`src/rtl/pipe_stall_if.sv`:
```
// pipe_stall_if: ID/EX hazard inputs and interlock outputs between pipeline and pipe_stall_ctrl
interface pipe_stall_if;
  logic [4:0] rs_id;
  logic [4:0] rt_id;
  logic       uses_rs_id;
  logic       uses_rt_id;
  logic [4:0] dst_ex;
  logic       memread_ex;
  logic       regwrite_ex;
  logic       branch_taken_ex;
  logic       md_start_ex;
  logic       md_uses_hilo_id;
  logic       stall_if;
  logic       stall_id;
  logic       bubble_ex;
  logic       flush_id;
  logic       md_busy;
  logic       md_done;
  modport master (
    output rs_id, rt_id, uses_rs_id, uses_rt_id, dst_ex, memread_ex, regwrite_ex,
           branch_taken_ex, md_start_ex, md_uses_hilo_id,
    input  stall_if, stall_id, bubble_ex, flush_id, md_busy, md_done
  );
  modport slave (
    input  rs_id, rt_id, uses_rs_id, uses_rt_id, dst_ex, memread_ex, regwrite_ex,
           branch_taken_ex, md_start_ex, md_uses_hilo_id,
    output stall_if, stall_id, bubble_ex, flush_id, md_busy, md_done
  );
endinterface

```
`src/rtl/pipe_stall_ctrl.sv`:
```
// pipe_stall_ctrl: load-use / HI-LO interlock and branch flush; mul/div busy FSM built only with MULDIV_INTERLOCK_EN
module pipe_stall_ctrl #(
  parameter int MD_LATENCY = 32
) (
  input logic          clk,
  input logic          rst,
  pipe_stall_if.slave  p
);
  logic lu, md_hz, stl;
  assign lu = p.memread_ex & p.regwrite_ex & (p.dst_ex != 5'd0) &
              ((p.uses_rs_id & (p.rs_id == p.dst_ex)) | (p.uses_rt_id & (p.rt_id == p.dst_ex)));
`ifdef MULDIV_INTERLOCK_EN
  localparam int CW = $clog2(MD_LATENCY);
  typedef enum logic {IDLE, BUSY} state_t;
  state_t        state;
  logic [CW-1:0] cnt;
  always_ff @(posedge clk or posedge rst)
    if (rst) begin
      state     <= IDLE;
      cnt       <= '0;
      p.md_busy <= 1'b0;
      p.md_done <= 1'b0;
    end else if (state == IDLE) begin
      p.md_done <= 1'b0;
      if (p.md_start_ex) begin
        state     <= BUSY;
        cnt       <= CW'(MD_LATENCY - 1);
        p.md_busy <= 1'b1;
      end
    end else if (cnt == '0) begin
      state     <= IDLE;
      p.md_busy <= 1'b0;
      p.md_done <= 1'b0;
    end else begin
      cnt       <= cnt - 1'b1;
      p.md_done <= (cnt == CW'(1));
    end
  // a mult/div in ID stalls while busy, so a start here means the pipeline is broken
  assert property (@(posedge clk) disable iff (rst) !(p.md_start_ex && state == BUSY))
    else $error("md_start_ex while multiply/divide busy");
  assign md_hz = p.md_busy & p.md_uses_hilo_id;
`else
  logic unused_md;
  assign unused_md = p.md_start_ex ^ p.md_uses_hilo_id ^ clk ^ rst;
  assign p.md_busy = 1'b0;
  assign p.md_done = 1'b0;
  assign md_hz     = 1'b0;
`endif
  assign stl         = lu | md_hz;
  assign p.flush_id  = p.branch_taken_ex;
  assign p.bubble_ex = stl | p.branch_taken_ex;
  assign p.stall_if  = stl & ~p.branch_taken_ex;
  assign p.stall_id  = stl & ~p.branch_taken_ex;
endmodule

```
`src/flat_wrapper.sv`:
```
// flat-port wrapper written by rule: the top's interface ports become plain ports
module pipe_stall_ctrl_flat 
#(
  parameter int MD_LATENCY = 32
)
  (clk, rst, p_rs_id, p_rt_id, p_uses_rs_id, p_uses_rt_id, p_dst_ex, p_memread_ex, p_regwrite_ex, p_branch_taken_ex, p_md_start_ex, p_md_uses_hilo_id, p_stall_if, p_stall_id, p_bubble_ex, p_flush_id, p_md_busy, p_md_done);
  pipe_stall_if p_i ();
  input logic clk;
  input logic rst;
  input wire logic [$bits(p_i.rs_id)-1:0] p_rs_id;
  input wire logic [$bits(p_i.rt_id)-1:0] p_rt_id;
  input wire logic [$bits(p_i.uses_rs_id)-1:0] p_uses_rs_id;
  input wire logic [$bits(p_i.uses_rt_id)-1:0] p_uses_rt_id;
  input wire logic [$bits(p_i.dst_ex)-1:0] p_dst_ex;
  input wire logic [$bits(p_i.memread_ex)-1:0] p_memread_ex;
  input wire logic [$bits(p_i.regwrite_ex)-1:0] p_regwrite_ex;
  input wire logic [$bits(p_i.branch_taken_ex)-1:0] p_branch_taken_ex;
  input wire logic [$bits(p_i.md_start_ex)-1:0] p_md_start_ex;
  input wire logic [$bits(p_i.md_uses_hilo_id)-1:0] p_md_uses_hilo_id;
  output wire logic [$bits(p_i.stall_if)-1:0] p_stall_if;
  output wire logic [$bits(p_i.stall_id)-1:0] p_stall_id;
  output wire logic [$bits(p_i.bubble_ex)-1:0] p_bubble_ex;
  output wire logic [$bits(p_i.flush_id)-1:0] p_flush_id;
  output wire logic [$bits(p_i.md_busy)-1:0] p_md_busy;
  output wire logic [$bits(p_i.md_done)-1:0] p_md_done;
  assign p_i.rs_id = p_rs_id;
  assign p_i.rt_id = p_rt_id;
  assign p_i.uses_rs_id = p_uses_rs_id;
  assign p_i.uses_rt_id = p_uses_rt_id;
  assign p_i.dst_ex = p_dst_ex;
  assign p_i.memread_ex = p_memread_ex;
  assign p_i.regwrite_ex = p_regwrite_ex;
  assign p_i.branch_taken_ex = p_branch_taken_ex;
  assign p_i.md_start_ex = p_md_start_ex;
  assign p_i.md_uses_hilo_id = p_md_uses_hilo_id;
  assign p_stall_if = p_i.stall_if;
  assign p_stall_id = p_i.stall_id;
  assign p_bubble_ex = p_i.bubble_ex;
  assign p_flush_id = p_i.flush_id;
  assign p_md_busy = p_i.md_busy;
  assign p_md_done = p_i.md_done;
  pipe_stall_ctrl #(.MD_LATENCY(MD_LATENCY)) u_core (.clk(clk), .rst(rst), .p(p_i));
endmodule
```
`config.mk`:
```
export PLATFORM = sky130hd
export DESIGN_NAME = pipe_stall_ctrl_flat
export DESIGN_NICKNAME = d
export VERILOG_FILES = /design/src/rtl/pipe_stall_if.sv /design/src/rtl/pipe_stall_ctrl.sv /design/src/flat_wrapper.sv
export SDC_FILE = /design/constraint.sdc
export NUM_CORES = 1
export LEC_CHECK = 0
export CAP_MARGIN = 40
export CORE_AREA = 2 2 39 41
export DETAILED_ROUTE_END_ITERATION = 8
export DIE_AREA = 0 0 41 43
export SLEW_MARGIN = 40
export SYNTH_ARGS = -nofsm -noshare
export SYNTH_HDL_FRONTEND = slang
export SYNTH_SLANG_ARGS = --single-unit
export TNS_END_PERCENT = 30
```
`constraint.sdc`:
```
create_clock -name vclk -period 4.8
set_clock_uncertainty 0.1 [all_clocks]
set_input_delay 1.2 -clock vclk [all_inputs]
set_output_delay 1.2 -clock vclk [all_outputs]
set_load 0.01 [all_outputs]
```
## After elaboration in Yosys (flattened, before gate mapping)

Index checks and enable logic that the tools add are counted.

| storage, ports and cells | value |
|---|---|
| register bits | 0 |
| input bits | 24 |
| output and inout port bits | 6 |

| operators by class | value |
|---|---|
| equality and inequality tests | 2 |
| bitwise gates (word level) | 9 |
| reduce and logical (&&, ||, !) cells | 1 |

Operators with widths:

| kind | number |
|---|---|
| $eq A5 B5 Y1 | 2 |
| $and A1 B1 Y1 | 6 |
| $reduce_bool A5 Y1 | 1 |
| $or A1 B1 Y1 | 2 |
| $not A1 Y1 | 1 |

## Longest topological paths before layout

Gate-level depths: netlist of the first run.

| depth | value |
|---|---|
| depth after elaboration | 5 |
| depth in mapped cells | 5 |

## Worst setup path before layout of the first run

OpenSTA, ideal clock, no wires.

| path | value |
|---|---|
| kind | input to output |
| start | input p_dst_ex[3] |
| end | output p_stall_if |
| data arrival time | 2.295 ns |
| setup slack | 1.205 ns |
| stages on the path | 5 |
| cells stage by stage | xor2_1 > nor4_1 > a32oi_1 > nor3_1 > buf_4 |

| on the way | value |
|---|---|
| cells in the longest elaborated chain, start to end | 5 |

RTL lines:

| item | line | text |
|---|---|---|
| start: declaration | flat_wrapper.sv:14 | `input wire logic [$bits(p_i.dst_ex)-1:0] p_dst_ex;` |
| $eq A5 B5 Y1 | pipe_stall_ctrl.sv:11 | `((p.uses_rs_id & (p.rs_id == p.dst_ex)) \| (p.uses_rt_id & (p.rt_id == p.dst_ex)));` |
| $and A1 B1 Y1 | pipe_stall_ctrl.sv:11 |  |
| $or A1 B1 Y1 | pipe_stall_ctrl.sv:11 |  |
| $and A1 B1 Y1 (*) | pipe_stall_ctrl.sv:10 | `assign lu = p.memread_ex & p.regwrite_ex & (p.dst_ex != 5'd0) &` |
| $and A1 B1 Y1 (*) | -- |  |
| end: declaration | flat_wrapper.sv:20 | `output wire logic [$bits(p_i.stall_if)-1:0] p_stall_if;` |

Every way passes the cells marked *; elsewhere a longest branch is shown, timed or not.

## Worst setup path in the final report of the first run

| path | value |
|---|---|
| start | input p_dst_ex[3] |
| end | output p_stall_id |

| on the way | value |
|---|---|
| cells in the longest elaborated chain, start to end | 5 |

RTL lines:

| item | line | text |
|---|---|---|
| $eq A5 B5 Y1 | pipe_stall_ctrl.sv:11 |  |
| $and A1 B1 Y1 | pipe_stall_ctrl.sv:11 |  |
| $or A1 B1 Y1 | pipe_stall_ctrl.sv:11 |  |
| $and A1 B1 Y1 (*) | pipe_stall_ctrl.sv:10 |  |
| $and A1 B1 Y1 (*) | pipe_stall_ctrl.sv:53 | `assign p.stall_id = stl & ~p.branch_taken_ex;` |
| end: declaration | flat_wrapper.sv:21 | `output wire logic [$bits(p_i.stall_id)-1:0] p_stall_id;` |

Marks and branches as above.

==> summary by stage, run 1 <==
Outcome
The run finished with clean final reports.

Finish
The number of flip-flops and latches is 0. Summing all non-filler instances in the final layout gives an area of 415 um2. After the last flow step, the layout net total stands at 70. The filler cells instantiated in the layout total 155. The number of clock buffers in the layout is 0. Summing all flip-flop and latch instances after layout gives 0 um2.

Compared with the post-synthesis result, the final layout area differs by 129%. In the final layout, the share of cells above drive strength 1 is 2.27%. The antenna diode count is 0.

Yosys
The post-synthesis compound-gate area fraction is 15.9%. The average cell area after synthesis is 7.89 um2. The xor/xnor share of the synthesized area is 48.3%. After Yosys synthesis, and, or, nand and nor cells account for 17.2% of the synthesized area. By area, the combinational part of the netlist is dominated by XOR/XNOR gates. The number of warnings issued by yosys is 0.

The post-synthesis sequential area ratio is 0%. Summing the areas of all fa, ha and maj instances in the mapped netlist gives 0% of the synthesized area. The netlist uses 11 different library cells. The post-synth design cell area is 181 um2.

The gate count of the mapped netlist is 23. The portion of synthesized area spent on multiplexers is 0%.

Floorplan
Once the floorplan was initialized, standard cells occupied 13.1% of the core. The overall die height is 43 um. The die width is 41 um. The die footprint is 1760 um2. During I/O placement, the number of pins put on the boundary was 30.

The standard-cell row count is 14. The area of the core region is 1380 um2.

Global route
The initial antenna violation count is 0. Global routing consumed, on the met1 layer, 6.65% of the routing resources. The first global-routing pass estimated 696 um of wire.

The maximum number of pins on one net before global-route repair is 4. The global-route layer with the greatest usage is met2. In the global route stage, met3 resource usage came out at 2.62%. The remaining global-route overflow is 0. The via count of the first global-routing pass is 203. The met2 track demand over resource is 8.75%.

Global routing used 5.39% of the available tracks.

Clock network
The number of hold buffers added after cts is 0. The buffer count from post-CTS setup fixing is 0. The count of instances resized after the clock tree is built is 0.

Route
The detailed router finished its first iteration with 0 violations. The count of unresolved DRC violations after routing is 0. The first-pass detailed-route iteration total is 1. The total number of vias is 219. The average wire per cell in the routed design is 9.18 um.

The detail route stage leaves a number of antenna-violating nets equal to 0. After detailed routing, the number of vias per cell comes to 3.65. The routed wire length is 551 um.

Hold path
The type of the worst min-delay path is input pin to output port.

STA
The shortest clock period the worst path allows after layout is 4480 ps. Setup repair after global routing left no endpoint under its margin. Adding up every negative setup slack in the final design gives 0 ps. The hold violation count in the final report is 0. The post-route fraction of the period consumed by the critical path is 93.4%. The number of setup violations in the final report is 0. The number of pins exceeding their max-slew limit in the final report is 0. Timing would allow up to 0.223 GHz.

Critical path
At the worst endpoint, the required time is 3500 ps. STA classifies the critical path endpoint as an output port. For this design, the slowest cell found on the critical path is clkdlybuf4s50_1. The critical path is of the input pin to output port type.

The worst setup path is launched from an input pin. The signal on the critical path passes through clkdlybuf4s50_1, xor2_1, nor4_1, a32oi_1, nor3_1, clkdlybuf4s50_1. Data on the critical path arrives at its endpoint at 3180 ps.

The delay of the slowest cell on the worst path is 590 ps. In this run the worst path has a maximum fanout of 3. In this design, the critical path's most frequently occurring cell is clkdlybuf4s50_1.

Power
For this design the ratio of total power to cell area is 74.4 nW/um2. IR analysis of the VDD net gives a maximum drop of 0.0000190 V. The static leakage power is 0.148 nW.

Placement
The number of buffer cells added on primary ports is 24. The post-detailed-placement cell area is 415 um2. The congestion estimate from routability-driven global placement came to 0.519.

Run
The number of max-capacitance violations reported is 0.
==> through the flow <==
step	util, %	setup slack (ps)	cells	power [W]	hold WS, ps
after global placement	30.0	284	60	0.0000311	3230
after detailed placement	30.0	243	60	0.0000310	3230
after floorplan	-	1200	24	0.0000110	2360
final	30.0	317	60	0.0000309	3220
after CTS	30.0	248	60	0.0000314	3230
after global routing	30.0	213	60	0.0000332	3240
==> kinds of logic (layout without fill, tap and decap cells) <==
kind of cell / count (synthesis) / in the layout
xor gates and xnor gates: 10 / 10
and+or+nand+nor: 5 / 5
buffers and inverters: 4 / 24
AOI/OAI and AO/OA: 3 / 3
other: 1 / 2
==> synthesized netlist by cell type (all sizes together) <==
cell type | number | area share [%]
a32oi | 1 | 4.8
and2 | 1 | 3.5
buf | 4 | 17
conb | 1 | 2.1
nor3 | 1 | 2.8
nor4 | 2 | 6.9
o211ai | 1 | 6.9
o21bai | 1 | 4.1
or4 | 1 | 4.1
xnor2 | 2 | 9.7
xor2 | 8 | 39
==> placed cells by master (no fill, tap or decap), drive strengths merged <==
cell and count:
clkdlybuf4s50 24, xor2 8, nor4 2, xnor2 2, conb 2, and2 1, a32oi 1, or4 1
o211ai 1, o21bai 1, nor3 1
==> power breakdown <==
part	switching (W)	leakage, nW	total, W	internal, W
Clock	0	0	0	0
Sequential	0	0	0	0
Combinational	0.00000987	0.148	0.0000309	0.0000210
==> worst paths after layout <==
check | from | endpoint | depth (start not counted) | slack, ps
max | p_dst_ex[3] | p_stall_id | 6 | 320
min | p_branch_taken_ex | p_flush_id | 2 | 3220
==> critical path: cells and delay by family <==
kind | cells | cell delay [ps]
simple gates | 2 | 560
buf+inv | 2 | 1060
compound gates | 1 | 170
xor+xnor | 1 | 190
==> per-layer routing <==
metal | part of all wire [%] | vias to the layer above
li1 | - | 117
met1 | 42 | 83
met2 | 37 | 19
met3 | 21 | 0
met4 | 0 | 0
met5 | 0 | -
==> layout make-up <==
cell class | count | area, um2 | area share [%]
tap | 16 | 20.0 | 4.82
multi-input combinational | 20 | 155 | 37.3
timing repair buffer | 24 | 240 | 57.8
No activity file was read; power rests on OpenSTA's default activity.
==> inputs of run 2 (changes only) <==
--- a/config.mk
+++ b/config.mk
@@ -6,9 +6,11 @@
 export NUM_CORES = 1
 export LEC_CHECK = 0
 export CAP_MARGIN = 40
-export CORE_AREA = 2 2 39 41
+export CORE_AREA = 5 5 42 44
 export DETAILED_ROUTE_END_ITERATION = 8
-export DIE_AREA = 0 0 41 43
+export DIE_AREA = 0 0 47 49
+export GPL_TIMING_DRIVEN = 0
+export PLACE_DENSITY = 0.59
 export SLEW_MARGIN = 40
 export SYNTH_ARGS = -nofsm -noshare
 export SYNTH_HDL_FRONTEND = slang
==> run 2 against run 1 <==
Effect of this change:
- combinational power is 6% higher
- worst setup slack worse by 86 ps
- cell area is 7.2% higher
- via count is 12% higher
- wire length is 21% higher
- maximum frequency is 1.9% lower
- core utilization is 1.8 points higher
- critical path type unchanged
==> summary by stage, run 2 (synthesized netlist as in run 1, its figures left out) <==
Outcome
Result of the run: finished clean (unchanged).

Route
The average wire per cell in the routed design is 10.4 um (was 9.18 um). The first-pass detailed-route iteration total came to 1 (unchanged). The total number of vias is 245 (was 219). The DRC violation total after the first TritonRoute iteration is 0 (unchanged). The number of antenna-violating nets in the routed design is 0 (unchanged). The detail-routed via count per cell is 3.83 (was 3.65). The count of unresolved DRC violations after routing is 0 (unchanged). The routed wire length is 668 um (was 551 um).

Critical path
The buffering stage count on the worst path with inverters included is 3 (was 2). The endpoint required time on the critical path is 3500 ps (about the same). The termination of the worst setup path is p_stall_if (was p_stall_id).

The start-to-end type of the worst setup path is input pin to output port (unchanged). The start point of the critical path is p_dst_ex[3] (unchanged). The gate family responsible for the most delay along the worst path is buffers and inverters (unchanged). The delay of the slowest cell on the worst path is 520 ps (was 590 ps). The number of gates on the worst path with buffers counted came to 7 (was 6).

Crit-path cells: clkdlybuf4s50_1, xor2_1, nor4_1, a32oi_1, nor3_1, buf_4, clkdlybuf4s50_1 (was clkdlybuf4s50_1, xor2_1, nor4_1, a32oi_1, nor3_1, clkdlybuf4s50_1). The startpoint type of the worst setup path is an input pin (unchanged). The slowest library cell on the worst path is clkdlybuf4s50_1 (unchanged). The critical path arrival is 3270 ps (was 3180 ps). The most prevalent standard cell on the critical path is clkdlybuf4s50_1 (unchanged).

The category of the worst setup path capture point was an output port (unchanged). The highest net fanout along the worst path is 3 (unchanged).

Clock network
The buffer count from post-CTS setup fixing is 0 (unchanged). The count of instances resized after the clock tree is built is 0 (unchanged). The number of hold buffers added after cts is 0 (unchanged).

Floorplan
The effective utilization at floorplan is 12.9% (was 13.1%). The top-level port count came to 30 (unchanged). The area of the core region is 1400 um2 (was 1380 um2). The die width is 47 um (was 41 um). The die footprint is 2300 um2 (was 1760 um2). The standard-cell row count is 14 (unchanged). The overall die height came to 49 um (was 43 um).

Global route
The via count of the first global-routing pass is 208 (was 203). The wire length of the first global-routing pass was 862 um (was 696 um). The remaining global-route overflow is 0 (unchanged). The initial antenna violation count is 0 (unchanged). The maximum number of pins on one net before global-route repair came to 4 (unchanged). The all-layer global routing usage was 4.63% (was 5.39%).

Finish
The sequential cell area is 0 um2 (unchanged). The final core area utilization is 31.8% (was 30.0%). Leading cell types in the layout, fill and taps excluded: clkdlybuf4s50_1, xor2_1, buf_4 (was clkdlybuf4s50_1, xor2_1, nor4_1, xnor2_1, conb_1). The leading cell type in the layout, fill and taps excluded is clkdlybuf4s50_1 (unchanged). The layout overhead on the synthesized area is 146% (was 129%). The fraction of layout instances using a drive strength above 1 is 10.4% (was 2.27%). The number of clock buffers in the layout came to 0 (unchanged). The number of flip-flops and latches is 0 (unchanged). The antenna diode count was 0 (unchanged). The final layout net count came to 74 (was 70).

Placement
The post-placement setup slack is 181 ps (was 243 ps). The number of buffer cells added on primary ports came to 24 (unchanged). The global placement routability congestion is 0.618 (was 0.519). Detailed placement finished with a half-perimeter wire length of 587 um.

STA
RSZ-0062 raised after global routing: false (unchanged). The shortest clock period the worst path allows after layout is 4570 ps (was 4480 ps). The number of pins exceeding their max-slew limit in the final report came to 0 (unchanged). The number of setup violations in the final report is 0 (unchanged). The post-route worst hold slack is 3310 ps (was 3220 ps). The post-route fraction of the period consumed by the critical path came to 95.2% (was 93.4%). The hold violation count in the final report is 0 (unchanged). The fmax came to 0.219 GHz (was 0.223 GHz). The slack of the critical path came to 230 ps (was 317 ps). The setup TNS after final layout came to 0 ps (unchanged).

Power
The peak supply drop is 0.0000232 V (was 0.0000190 V). The total power per unit cell area was 73.5 nW/um2 (was 74.4 nW/um2). The static leakage power is 0.169 nW (was 0.148 nW).

Run
The number of max-capacitance violations reported is 0 (unchanged).

Hold path
The type of the worst min-delay path was input pin to output port (unchanged). The worst hold path stage count is 4 (was 2).
[run 2: changes by cell type in the layout (fill, tap and decap cells not counted), sizes merged]
cell / change
buf: +4
[run 2: worst min path at each step]
| stage | from | end | slack, ps |
|---|---|---|---|
| 2_1_floorplan | p_branch_taken_ex | p_stall_id | 2360 |
| 3_3_place_gp | p_regwrite_ex | p_stall_id | 3310 |
| 3_5_place_dp | p_regwrite_ex | p_stall_id | 3310 |
| 4_1_cts | p_regwrite_ex | p_stall_id | 3310 |
| 5_1_grt | p_regwrite_ex | p_stall_id | 3340 |
| 6_report | p_regwrite_ex | p_stall_id | 3310 |
[run 2: where the power goes]
part	internal [W]	total [W]	switching, W
sequential	0	0	0
clock	0	0	0
combinational	0.0000226	0.0000327	0.0000101
[run 2: routing by layer]
metal  track usage, %  part of all wire [%]  vias up
met2             7.69                    40       19
met1             5.87                    41       99
met4                0                     0        0
met5                0                     0        -
met3             1.85                    20        0
li1                 -                     -      127
[run 2: final cells by class]
cell class,count,area [um2]
multi-input cells,20,155
fillers,162,956
repair buffers,24,240
plain buffers,4,30.0
well taps,16,20.0
[run 2: stage by stage]
stage	instances	total power [W]	instance area (um2)
after CTS	64	0.0000333	445
final	64	0.0000327	445
after global placement	64	0.0000328	445
after floorplan	24	0.0000110	185
after global routing	64	0.0000352	445
after detailed placement	64	0.0000330	445
==> inputs of run 3 (changes only) <==
--- a/config.mk
+++ b/config.mk
@@ -5,12 +5,13 @@
 export SDC_FILE = /design/constraint.sdc
 export NUM_CORES = 1
 export LEC_CHECK = 0
+export ABC_AREA = 1
 export CAP_MARGIN = 40
 export CORE_AREA = 5 5 42 44
 export DETAILED_ROUTE_END_ITERATION = 8
 export DIE_AREA = 0 0 47 49
 export GPL_TIMING_DRIVEN = 0
-export PLACE_DENSITY = 0.59
+export PLACE_DENSITY = 0.67
 export SLEW_MARGIN = 40
 export SYNTH_ARGS = -nofsm -noshare
 export SYNTH_HDL_FRONTEND = slang
==> run 3 against run 2 <==
Effect of this change:
- synthesized area rose by 54%
- power rose by 17%
- worst setup slack improved by 350 ps
- via count rose by 65%
- wire length rose by 13%
- highest routed layer unchanged
==> summary by stage, run 3 <==
Power
The static leakage power was 0.321 nW (was 0.169 nW). The peak supply drop is 0.0000256 V (was 0.0000232 V). The total power draw came to 0.0000382 W (was 0.0000327 W).

The total power per unit cell area was 70.4 nW/um2 (was 73.5 nW/um2).

Route
The DRC violation total after the first TritonRoute iteration is 5 (was 0). The count of unresolved DRC violations after routing is 0 (unchanged). The routed wire length was 757 um (was 668 um). The average wire per cell in the routed design is 7.07 um (was 10.4 um). The detail-routed via count per cell was 3.78 (was 3.83). The total number of vias is 404 (was 245). The first-pass detailed-route iteration total was 3 (was 1). The number of antenna-violating nets in the routed design is 0 (unchanged).

Critical path
The slowest library cell on the worst path is clkdlybuf4s50_1 (unchanged). The critical path arrival was 2920 ps (was 3270 ps). Crit-path cells: clkdlybuf4s50_1, inv_2, nand2_1, nand2_1, nor2_1, nand3_1, nand2_1, nand2_2, nor2_2, buf_4, clkdlybuf4s50_1 (was clkdlybuf4s50_1, xor2_1, nor4_1, a32oi_1, nor3_1, buf_4, clkdlybuf4s50_1). The startpoint type of the worst setup path is an input pin (unchanged). The gate family responsible for the most delay along the worst path is buffers and inverters (unchanged). The most prevalent standard cell on the critical path is nand2_1 (was clkdlybuf4s50_1). The highest net fanout along the worst path is 3 (unchanged).

The category of the worst setup path capture point is an output port (unchanged). The endpoint required time on the critical path is 3500 ps (about the same). The start-to-end type of the worst setup path is input pin to output port (unchanged).

The buffering stage count on the worst path with inverters included is 4 (was 3). The delay of the slowest cell on the worst path is 520 ps (about the same).

Floorplan
The effective utilization at floorplan is 19.9% (was 12.9%). The die width was 47 um (unchanged). The die footprint is 2300 um2 (unchanged). The overall die height is 49 um (unchanged). The standard-cell row count was 14 (unchanged). The area of the core region came to 1400 um2 (unchanged). The top-level port count is 30 (unchanged).

Yosys
The gate count of the mapped netlist is 66 (was 23). The post-synth design cell area is 279 um2 (was 181 um2). The cell taking the most area after synthesis is nand2_1 (was xor2_1).

Commonest cells in the synthesized netlist: nand2_1, inv_1, nor2_1 (was xor2_1, buf_4, nor4_1, xnor2_1). The number of warnings issued by yosys is 0 (unchanged). The most frequently used cell type in the post-synthesis netlist is nand2_1 (was xor2_1). The count of unique library cells instantiated by Yosys was 10 (was 11). The post-synthesis sequential area ratio came to 0% (unchanged). The share of the synthesized area in the top cell type is 39.0% (was 38.6%). The average cell area after synthesis came to 4.23 um2 (was 7.89 um2). Top cells by area, synth: nand2_1, inv_1, buf_4 (was xor2_1, buf_4, xnor2_1).

Finish
The number of flip-flops and latches is 0 (unchanged). The sequential cell area came to 0 um2 (unchanged). The total non-filler cell area in the finished layout is 543 um2 (was 445 um2). The number of clock buffers in the layout is 0 (unchanged).

The final-layout fill cell count is 173 (was 162). The final layout net count is 117 (was 74). The final non-filler cell total came to 107 (was 64). The layout overhead on the synthesized area was 94.6% (was 146%). The antenna diode count was 0 (unchanged). The leading cell type in the layout, fill and taps excluded was nand2_1 (was clkdlybuf4s50_1). Leading cell types in the layout, fill and taps excluded: nand2_1, clkdlybuf4s50_1, inv_1 (was clkdlybuf4s50_1, xor2_1, buf_4).

The fraction of layout instances using a drive strength above 1 was 12.1% (was 10.4%).

Placement
The half-perimeter wire length after placement is 713 um (was 587 um). The global placement routability congestion is 0.742 (was 0.618). The post-detailed-placement cell area came to 543 um2 (was 445 um2). The number of buffer cells added on primary ports is 24 (unchanged).

The instance count after placement with tap cells included is 107 (was 64).

Hold path
The worst hold path stage count is 4 (unchanged). The source of the worst hold timing path is p_branch_taken_ex (was p_regwrite_ex). The type of the worst min-delay path is input pin to output port (unchanged). The capture endpoint of the worst hold path is p_bubble_ex (was p_stall_id).

Global route
The met2 track demand over resource is 12.7% (was 7.69%). The met1 capacity usage during global routing is 7.39% (was 5.87%). The wire length of the first global-routing pass is 1200 um (was 862 um).

The global-route layer with the greatest usage is met2 (unchanged). The remaining global-route overflow is 0 (unchanged). The met3 routing resource usage after global routing is 0% (was 1.85%). The maximum number of pins on one net before global-route repair is 6 (was 4). The via count of the first global-routing pass came to 329 (was 208). The all-layer global routing usage is 6.32% (was 4.63%). The initial antenna violation count came to 0 (unchanged).

STA
The shortest clock period the worst path allows after layout is 4220 ps (was 4570 ps). The fmax is 0.237 GHz (was 0.219 GHz). The post-route fraction of the period consumed by the critical path was 87.9% (was 95.2%). RSZ-0062 raised after global routing: false (unchanged). The number of setup violations in the final report came to 0 (unchanged). The hold violation count in the final report is 0 (unchanged). The number of pins exceeding their max-slew limit in the final report is 0 (unchanged). The setup TNS after final layout is 0 ps (unchanged).

Clock network
The buffer count from post-CTS setup fixing is 0 (unchanged). The count of instances resized after the clock tree is built is 0 (unchanged). The number of hold buffers added after cts is 0 (unchanged).

Outcome
Result of the run: finished clean (unchanged).

Run
The number of max-capacitance violations reported is 0 (unchanged).
[run 3: changes by cell type in the layout (fill, tap and decap cells not counted), moves of 2 or more]
cell | before | now
nand2_1 | 0 | 29
inv_1 | 0 | 13
nor2_1 | 0 | 8
xor2_1 | 8 | 0
inv_2 | 0 | 3
nand3_1 | 0 | 3
nand2_2 | 0 | 2
nor2_2 | 0 | 2
nor4_1 | 2 | 0
xnor2_1 | 2 | 0
[run 3: layout make-up]
class,count,area [um2],area share (%)
tap,16,20.0,3.69
inverter,16,60.1,11.1
buffer,4,30.0,5.53
timing repair buffer,24,240,44.2
multi-input combinational,47,193,35.5
[run 3: per-layer routing]
layer  part of all wire [%]  up-vias
met5                      0        -
met4                      0        0
met3                     12        0
met2                     51       12
met1                     37      161
li1                       -      231
[run 3: worst max-delay path by stage]
stage,startpoint,to,slack (ps),cells after the start
2_1_floorplan,p_dst_ex[2],p_stall_if,1630,9
3_3_place_gp,p_dst_ex[3],p_stall_if,580,11
3_5_place_dp,p_dst_ex[4],p_stall_if,560,11
4_1_cts,p_dst_ex[4],p_stall_if,550,11
5_1_grt,p_dst_ex[4],p_stall_if,420,11
6_report,p_dst_ex[4],p_stall_if,580,11
[run 3: cells by family (layout without fill, tap and decap cells)]
family,after synthesis,in the layout,synth area share [%]
other,1,2,1.34
buffers and inverters,20,44,32.3
and+or+nand+nor,45,45,66.4
[run 3: stage by stage]
step / utilization (%) / hold WS [ps] / setup WS (ps)
after CTS: 38.8 / 3350 / 554
after global placement: 38.8 / 3330 / 582
after detailed placement: 38.8 / 3350 / 559
after global routing: 38.8 / 3380 / 416
final: 38.8 / 3340 / 580
after floorplan: - / 2330 / 1630
[run 3: power breakdown]
group	leakage, nW	total [W]	internal (W)	switching (W)
registers	0	0	0	0
clock network	0	0	0	0
logic	0.321	0.0000382	0.0000232	0.0000150
total	0.321	0.0000382	0.0000232	0.0000150
